<file path="src/rtl/vtg_pkg.sv">
// Shared definitions for the vtg serial front end: FSM state codes and the
// counter-sizing helper.
package vtg_pkg;

  localparam logic VTG_DES_IDLE  = 1'b0;
  localparam logic VTG_DES_SHIFT = 1'b1;

  // Bits needed to hold values 0..n-1 (minimum 1).
  function automatic int vtg_clog2(input int n);
    int r;
    r = 0;
    while ((1 << r) < n) r++;
    return (r < 1) ? 1 : r;
  endfunction

endpackage

</file>
<file path="src/rtl/vtg_deserializer.sv">
// Framed serial-to-parallel converter; emits each completed word with a
// one-cycle we pulse and pulses frame_err when a partial word is dropped.
module vtg_deserializer
  import vtg_pkg::*;
#(
  parameter int              SIZE      = 8,
  parameter bit              MSB_FIRST = 1'b1,
  parameter logic [SIZE-1:0] RST_VAL   = '0
) (
  input  logic            clk,
  input  logic            rst,
  input  logic            sin,
  input  logic            sin_valid,
  input  logic            sof,
  output logic [SIZE-1:0] dataout,
  output logic            we,
  output logic            busy,
  output logic            frame_err
);

  localparam int CW = vtg_clog2(SIZE + 1);

  logic            state_q, state_d;
  logic [CW-1:0]   cnt_q, cnt_d;
  logic [SIZE-1:0] sh_q, sh_d;
  logic [SIZE-1:0] dout_q, dout_d;
  logic            we_q, we_d;
  logic            err_q, err_d;

  logic [SIZE-1:0] sh_next;   // shift register with sin appended
  logic [SIZE-1:0] sh_first;  // fresh word holding only sin as its first bit

  always_comb begin
    if (MSB_FIRST) begin
      sh_next  = {sh_q[SIZE-2:0], sin};
      sh_first = {{(SIZE-1){1'b0}}, sin};
    end else begin
      sh_next  = {sin, sh_q[SIZE-1:1]};
      sh_first = {sin, {(SIZE-1){1'b0}}};
    end
  end

  always_comb begin
    state_d = state_q;
    cnt_d   = cnt_q;
    sh_d    = sh_q;
    dout_d  = dout_q;
    we_d    = 1'b0;
    err_d   = 1'b0;
    if (sin_valid) begin
      if (sof) begin
        // A start in the middle of a word throws the partial word away.
        err_d   = (state_q == VTG_DES_SHIFT);
        sh_d    = sh_first;
        cnt_d   = CW'(1);
        state_d = VTG_DES_SHIFT;
      end else if (state_q == VTG_DES_SHIFT) begin
        sh_d = sh_next;
        if (cnt_q == CW'(SIZE - 1)) begin
          dout_d  = sh_next;
          we_d    = 1'b1;
          cnt_d   = '0;
          state_d = VTG_DES_IDLE;
        end else begin
          cnt_d = cnt_q + CW'(1);
        end
      end
    end
  end

  always_ff @(posedge clk or negedge rst) begin
    if (!rst) begin
      state_q <= VTG_DES_IDLE;
      cnt_q   <= '0;
      sh_q    <= '0;
      dout_q  <= RST_VAL;
      we_q    <= 1'b0;
      err_q   <= 1'b0;
    end else begin
      state_q <= state_d;
      cnt_q   <= cnt_d;
      sh_q    <= sh_d;
      dout_q  <= dout_d;
      we_q    <= we_d;
      err_q   <= err_d;
    end
  end

  assign dataout   = dout_q;
  assign we        = we_q;
  assign busy      = (state_q == VTG_DES_SHIFT);
  assign frame_err = err_q;

endmodule

</file>
<file path="config.mk">
export PLATFORM = sky130hd
export DESIGN_NAME = vtg_deserializer
export DESIGN_NICKNAME = d
export VERILOG_FILES = /design/src/rtl/vtg_pkg.sv /design/src/rtl/vtg_deserializer.sv
export SDC_FILE = /design/constraint.sdc
export NUM_CORES = 1
export LEC_CHECK = 0
export CORE_MARGIN = 10
export CORE_UTILIZATION = 45
export CTS_CLUSTER_DIAMETER = 150
export DETAILED_ROUTE_END_ITERATION = 7
export PLACE_DENSITY = 0.71
export SLEW_MARGIN = 5
export SYNTH_ARGS = -nofsm -noshare
export SYNTH_HDL_FRONTEND = slang
export SYNTH_SLANG_ARGS = --single-unit
</file>
<file path="constraint.sdc">
create_clock -name clk -period 4.2 [get_ports clk]
set_input_delay 1.26 -clock clk [delete_from_list [all_inputs] [get_ports clk]]
set_output_delay 1.26 -clock clk [all_outputs]
set_load 0.05 [all_outputs]
</file>
==> results list, run 1 <==
- Slowest stage delay, CP: roughly 0.89 ns
- Count of cells resized by post-cts repair: 0
- Along the worst path, the maximum fanout reaches 14.
- Dividing the detail-routed via count by the number of cells gives roughly 5.4.
- In this run the count of I/O pins placed on the die edge is 16.
- The clock reaches the later pin of the worst-skew pair after about 0.3 ns.
* Sw frac: between 30% and 40%
* Portion of total power attributed to sequential cells: around 48%
- Number of inserted diodes: 0
- Cell count of the worst hold path: 1
* Core area: 0.00202 sq mm
- Antenna violations before repair: 0
- In this run, the number of DRC markers left after iteration 0 of detailed routing was 17.
- Internal power: about 0.4 mW
- Max-cap violations in this run came to 0.
- After synthesis, flip-flops and latches occupy 55.8% of the total area.
- Hold wc startpoint: cnt_q[3]
- Required arrival time at the worst endpoint: around 3 ns
- In this run the static leakage power is ~0.51 nW.
* Worst r2r dst: dataout[2]
- The clock drives 22 sinks.
* Type of the worst setup path: reg -> out
- Global-route wire length before repair: a little over 3000 microns
- Number of hold buffers added after cts: 0
- TritonCTS built the clock tree.
* Area growth, synth to finish: 18.3%
- Post-synthesis net count: 82
* Number of synthesized register bits: 22
* Worst hold path endpoint: cnt_q[3]
* Number of distinct standard cells referenced by the synthesized netlist: 26
- The worst setup path is captured at an output port.
* Leading cell types in the layout, fill and taps excluded: dfrtp_1, clkdlybuf4s50_1, inv_1, mux2_4
- Post-Syn Area per Cell: approximately 13 sq um
- Depth of the CTS H-tree: 1
* Post-CTS setup repair buffer count: 0
* Global-route congestion overflow total: 0
- Die Width: between 60 and 70 microns
- Reg clk slew, reported paths: approximately 0.12 ns
- Data arrival time at the worst-slack endpoint: approximately 1.8 ns
- Setup repair after global routing left no endpoint under its margin.
* Dpl hpwl: between 1000 and 1500 microns
- Among all flip-flop cells after synthesis, the most frequent one is dfrtp_1.
- Among cell families on the critical path, the largest total delay comes from buffers and inverters.
- Class of the worst hold path: reg -> reg
- After detailed routing, the average wire length per cell comes to 14.6 microns.
* Total power consumption of the routed design: around 0.6 mW
* Detailed-route via count: ~630
- Ratio of cells with drive above 1 in the final layout: 16.7%
- Summed over all failing endpoints, the final setup total negative slack is 0 ns.
* Number of cells traversed by the worst register-to-register path: 4
* Met1 usage: 11.3%
- Switching power total: 0.206 mW
- Ratio of total power to cell area: approximately 510 mW/mm^2
- After global routing, the most crowded layer is met2.
- DRC viols: 0
- Clock share of power: a little under a fifth
* Post-route ant nets: 0
- Once placement finished, the instance area stood at ~0.0011 sq mm.
- The synthesized design contains 0 enable-type register cells.
- The net count of the finished layout is between 90 and 100.
- Most common cell after layout, fill and taps aside: dfrtp_1
- At the end of the flow the core is filled with cells to between 50% and 60%.
* Transition time of the tightest slew-check pin: 0.939 ns
* Final Instance Area: roughly 0.0012 sq mm
- The worst pin sits at a relative slew slack of a little under two fifths.
- Final number of hold-violating endpoints: 0
* Period utilisation layout: 73.2%
- The tree is rooted in a clkbuf_4.
- In the global route stage, met3 resource usage came out at 4.35%.
- Largest clock skew in the final design: just over 0.005 ns
* First-pass detailed-route iteration total: 4
- The floorplan step set the die height to 66.8 microns.
- Via count of the first global-routing pass: between 600 and 700
- Met2 GRT Util: a little under an eighth
- The worst setup path is launched from a flip-flop.
- Worst path bufs/invs: 1
* Count of mapped cells out of synthesis: between 70 and 80
- Global placement routability congestion: approximately 0.71
- Worst reg2reg setup slack: approximately 2.6 ns
* Maximum number of pins on one net before global-route repair: 23
- The floorplan has 16 rows.
- Traced cell by cell, the critical path runs through clkdlybuf4s50_1.
* Quantity of I/O buffers inserted on ports: 15
* Warning count from the yosys run: 0
- Global routing consumed, over all layers together, about 8.5% of the routing resources.
- The largest individual stage delay along the critical path comes from the cell clkdlybuf4s50_1.
- For this run, the top clock speed supported by timing is 325 MHz.
- TritonCTS created 3 clock buffers.
* Async set or reset register ratio after synthesis: 100%
* Final routed wirelength across all metal layers: approximately 1700 microns
* Buffer depth of the longest clock path: 2
- Outcome: completed
- The initial utilization of the core area, before any placement, comes to approximately half.
- Post-synth design cell area: a little under 0.001 sq mm
- Setup violations remaining at the end of the flow were counted as 0.
- In this run the critical register-to-register path is launched from cnt_q[0].
- DIE AREA: ~0.0045 sq mm
- Across the VDD grid, the largest voltage drop is roughly 270 uV.
* Combinational Power Share: around 34%
* Pins over their slew limit: 0
- Counting I/O delays and the setup requirement, the final critical path takes 3.07 ns.
## cells in the mapped netlist, types with 2 or more instances
| cell | instances | area share, % |
|---|---|---|
| mux2_4 | 8 | 12 |
| o22ai_1 | 6 | 3.8 |
| o21ai_1 | 2 | 1.0 |
| a2bb2oi_1 | 6 | 5.3 |
| nand2_1 | 3 | 1.1 |
| inv_1 | 8 | 3.0 |
| buf_2 | 2 | 1.0 |
| dfrtp_1 | 22 | 56 |
| a31oi_1 | 2 | 1.3 |
## power by group through the flow
| stage | clock (mW) | sequential, mW | combinational, mW |
|---|---|---|---|
| final | 0.113 | 0.285 | 0.201 |
| after CTS | 0.117 | 0.285 | 0.204 |
| after floorplan | 0 | 0.340 | 0.0917 |
| after detailed placement | 0 | 0.289 | 0.203 |
| after global placement | 0 | 0.287 | 0.200 |
| after global routing | 0.124 | 0.294 | 0.218 |
## sequential cells by signal, indices dropped and copies added (netlist names)
signal     count
sh_q           7
dataout        8
we             1
cnt_q          4
frame_err      1
busy           1
## worst max path at each step
stage,depth (start not counted),end,slack [ns],from
3_3_place_gp,4,dataout[0],1.17,sin_valid
2_1_floorplan,5,dataout[0],1.98,sin_valid
4_1_cts,1,busy,1.10,busy
5_1_grt,1,busy,1.02,busy
6_report,1,busy,1.13,busy
3_5_place_dp,4,dataout[2],1.11,sin_valid
## per-stage QoR
stage          instances  hold WS [ns]  setup slack, ns
6_report             117         0.502             1.13
5_1_grt              117         0.533             1.02
4_1_cts              117         0.511             1.10
3_5_place_dp         113         0.495             1.11
3_3_place_gp         113         0.484             1.17
2_1_floorplan         76         0.462             1.98
## per-layer routing
metal	wire, microns	vias to the layer above
met5	0	-
met4	8	0
met3	162	2
met2	731	19
met1	804	301
li1	-	306
## cell type report
cell class / count / area [sq um]
Fill cell: 167 / 855
Clock buffer: 4 / 36.3
Inverter: 8 / 30.0
Sequential cell: 22 / 551
Timing Repair Buffer: 15 / 150
Multi-Input combinational cell: 41 / 367
Tap cell: 27 / 33.8
## worst register-to-register path: stages (launching register included)
cell and delay [ns]:
dfrtp_1 0.41, ha_1 0.21, and3b_1 0.26, and3_4 0.31, mux2_4 0.32
## cells by family (layout without fill, tap and decap cells)
kind of cell / after synthesis / in the layout / share of synthesized area [%]
flops: 22 / 22 / 55.8
mux: 9 / 9 / 13.3
buf+inv: 13 / 27 / 7.10
simple gates: 10 / 10 / 6.34
fa+ha+maj: 1 / 1 / 1.27
compound gates: 21 / 21 / 16.2
Power figures use the tool's default switching activity.
==> inputs of run 2 (changes only) <==
==> constraint.sdc (replaced) <==
create_clock -name clk -period 3 [get_ports clk]
set_input_delay 0.9 -clock clk [delete_from_list [all_inputs] [get_ports clk]]
set_output_delay 0.9 -clock clk [all_outputs]
set_load 0.05 [all_outputs]
==> run 2 against run 1 <==
Power grew 42%. Sequential share of layout area fell by 0.89 points. First-iteration DRC count fell by 35%. Routed wire length grew 10%. Global-route usage increased by 0.65 points. Register-to-register slack got worse by 1.2 ns. Critical path type unchanged. Largest cell class unchanged.
==> results list, run 2 (synthesis results as in run 1) <==
- Number of maximum-capacitance violations: 0 (unchanged)
- Static Leakage: 0.527 nW (was 0.513 nW)
- Core area: 0.00202 sq mm (unchanged)
- Via count of the first global-routing pass: 637 (was 644)
* Outcome: completed (unchanged)
* Antenna violations before repair: 0 (unchanged)
- The max-slew violation count was 0 (unchanged).
* Area growth, synth to finish: 20.5% (was 18.3%)
- Post-CTS setup repair buffer count: 0 (unchanged)
- The combined global-route utilization of all metal layers came to 9.18% (was 8.53%).
- The count of antenna-violating nets left after detailed routing came to 0 (unchanged).
* Buffer cell driving the clock tree root: clkbuf_4 (unchanged)
* Type of the worst setup path: reg -> out (unchanged)
* Routed wire per std cell: 15.7 microns (was 14.6 microns)
- Die Ht: 66.8 microns (unchanged)
- The setup-violating endpoint count in the final report is 0 (unchanged).
* Non-filler cells, final: 120 (was 117)
- Die Width: 66.8 microns (unchanged)
* Worst slack on hold paths: 0.522 ns (was 0.502 ns)
* Final routed wirelength across all metal layers: 1880 microns (was 1710 microns)
- The clock tree from TritonCTS was done (unchanged).
- Global placement routability congestion: 0.857 (was 0.707)
- The number of diodes is 0 (unchanged).
- The leftover overflow at the end of global routing came to 0 (unchanged).
* Data arrival time at the worst-slack endpoint: 1.50 ns (was 1.81 ns)
* Ratio of cells with drive above 1 in the final layout: 19.4% (was 16.7%)
- The reg2reg setup slack is 1.40 ns (was 2.58 ns).
* Portion of total power attributed to sequential cells: 46.0% (was 47.6%)
- Global-route wire length before repair: 3140 microns (was 3020 microns)
- Buffer depth of the longest clock path: 2 (unchanged)
* Sw frac: 34.7% (was 34.3%)
* Nets: 100 (was 97)
* Slowest-stage cell, CP: clkdlybuf4s50_1 (unchanged)
- Number of flip-flops under the largest register name: 8 (unchanged)
- Biggest fanout along the worst timing path: 2 (was 14)
* Transition time of the tightest slew-check pin: 0.506 ns (was 0.939 ns)
- The number of port buffers came to 15 (unchanged).
- The placed cell count is 116 (was 113).
- The cell family contributing the most delay on the critical path is buffers and inverters (unchanged).
* Clock insertion delay at the later pin of the skew report: 0.30 ns (about the same)
* Endpoint kind of the worst setup timing path: output port (unchanged)
* Clock share of power: 19.0% (was 18.8%)
* Depth of the CTS H-tree: 1 (unchanged)
- Setup repair after global routing missed its margin: no (unchanged)
* Most common cell after layout, fill and taps aside: dfrtp_1 (unchanged)
- The worst-case headroom to the max-slew limit was 66.2% (was 37.2%).
- The setup TNS after final layout came to 0 ns (unchanged).
* Switching power total: 0.295 mW (was 0.206 mW)
* Combinational Power Share: 35.0% (was 33.6%)
- The clock slew at the register clock pins of the worst setup and hold paths was 0.12 ns (about the same).
* Ratio of total power to cell area: 714 mW/mm^2 (was 513 mW/mm^2)
* Clock buffer count from CTS: 3 (unchanged)
- Detailed-route via count: 675 (was 628)
- Period utilisation layout: ~80%
- Total number of clock tree sinks: 22 (unchanged)
* Required arrival time at the worst endpoint: 2.10 ns (was 2.94 ns)
- The number of iterations in the first detailed-routing pass came to 4 (unchanged).
- The number of vias per cell is 5.63 (was 5.37).
- The cell row count is 16 (unchanged).
- DIE AREA: 0.00447 sq mm (unchanged)
* Slowest stage delay, CP: 0.81 ns (was 0.89 ns)
* Critical path, cell by cell: clkdlybuf4s50_1 (unchanged)
* Leading cell types in the layout, fill and taps excluded: dfrtp_1, clkdlybuf4s50_1, inv_1, mux2_4 (unchanged)
- The hold violation total from the final report came to 0 (unchanged).
- Count of cells resized by post-cts repair: 0 (unchanged)
- The effective utilization at floorplan came to 48.8% (unchanged).
- The path category of the worst min-delay check was reg -> reg (unchanged).
* DRC viols: 0 (unchanged)
- The maximum vdd ir drop came to 480 uV (was 270 uV).
- Dpl hpwl: 1410 microns (was 1270 microns)
* Number of hold buffers added after cts: 0 (unchanged)
- Largest clock skew in the final design: 0.000965 ns (was 0.00508 ns)
- Internal power: 0.554 mW (was 0.393 mW)
* I/O Pins: 16 (unchanged)
- Static timing analysis puts the maximum clock frequency at ~420 MHz.
- The number of violations reported at the end of detailed-routing iteration 0 was 11 (was 17).
* Worst path bufs/invs: 1 (unchanged)
* Sort of element at the start of the critical path: flip-flop (unchanged)
- Maximum number of pins on one net before global-route repair: 23 (unchanged)
* Post-route minimum period: 2.40 ns
- The fill cell total of the finished layout was 174 (was 167).
## run 2: cell count changes in the layout (fill, tap and decap cells not counted)
cell / before / now
buf_4: 0 / 3
## run 2: final timing paths
kind	from	end	depth (start not counted)
max	dataout[6]	dataout[6]	1
min	cnt_q[3]	cnt_q[3]	1
max reg2reg	cnt_q[0]	dataout[6]	4
min reg2reg	cnt_q[3]	cnt_q[3]	1
max in group asynchronous	rst	cnt_q[3]	2
min in group asynchronous	rst	dataout[1]	2
## run 2: layout make-up
type | instances | area, sq um | share of cell area (%)
flip-flops and latches | 22 | 551 | 46.3
multi-input cells | 41 | 367 | 30.8
repair buffers | 18 | 173 | 14.5
clock buffers | 4 | 36.3 | 3.05
well taps | 27 | 33.8 | 2.84
inverters | 8 | 30.0 | 2.52
## run 2: power by group through the flow
stage / combinational [mW] / clock [mW] / sequential, mW
after detailed placement: 0.299 / 0 / 0.398
final: 0.297 / 0.161 / 0.391
after floorplan: 0.128 / 0 / 0.476
after CTS: 0.300 / 0.164 / 0.392
after global placement: 0.294 / 0 / 0.395
after global routing: 0.318 / 0.184 / 0.401
## run 2: layer usage
| layer | track usage [%] | up-vias | routed length, microns |
|---|---|---|---|
| met2 | 13.7 | 23 | 884 |
| met3 | 4.68 | 2 | 155 |
| met1 | 10.9 | 338 | 826 |
| met5 | 0 | - | 0 |
| met4 | 3.40 | 0 | 13 |
| li1 | - | 312 | - |
## run 2: stage by stage
step           utilization (%)  cell area, sq um  setup WS, ns  total power [mW]
2_1_floorplan                -               987          1.14             0.605
5_1_grt                   58.8              1190         0.512             0.903
6_report                  58.8              1190         0.598             0.849
4_1_cts                   58.8              1190         0.573             0.856
3_3_place_gp              57.1              1150         0.558             0.688
3_5_place_dp              57.1              1150         0.498             0.697
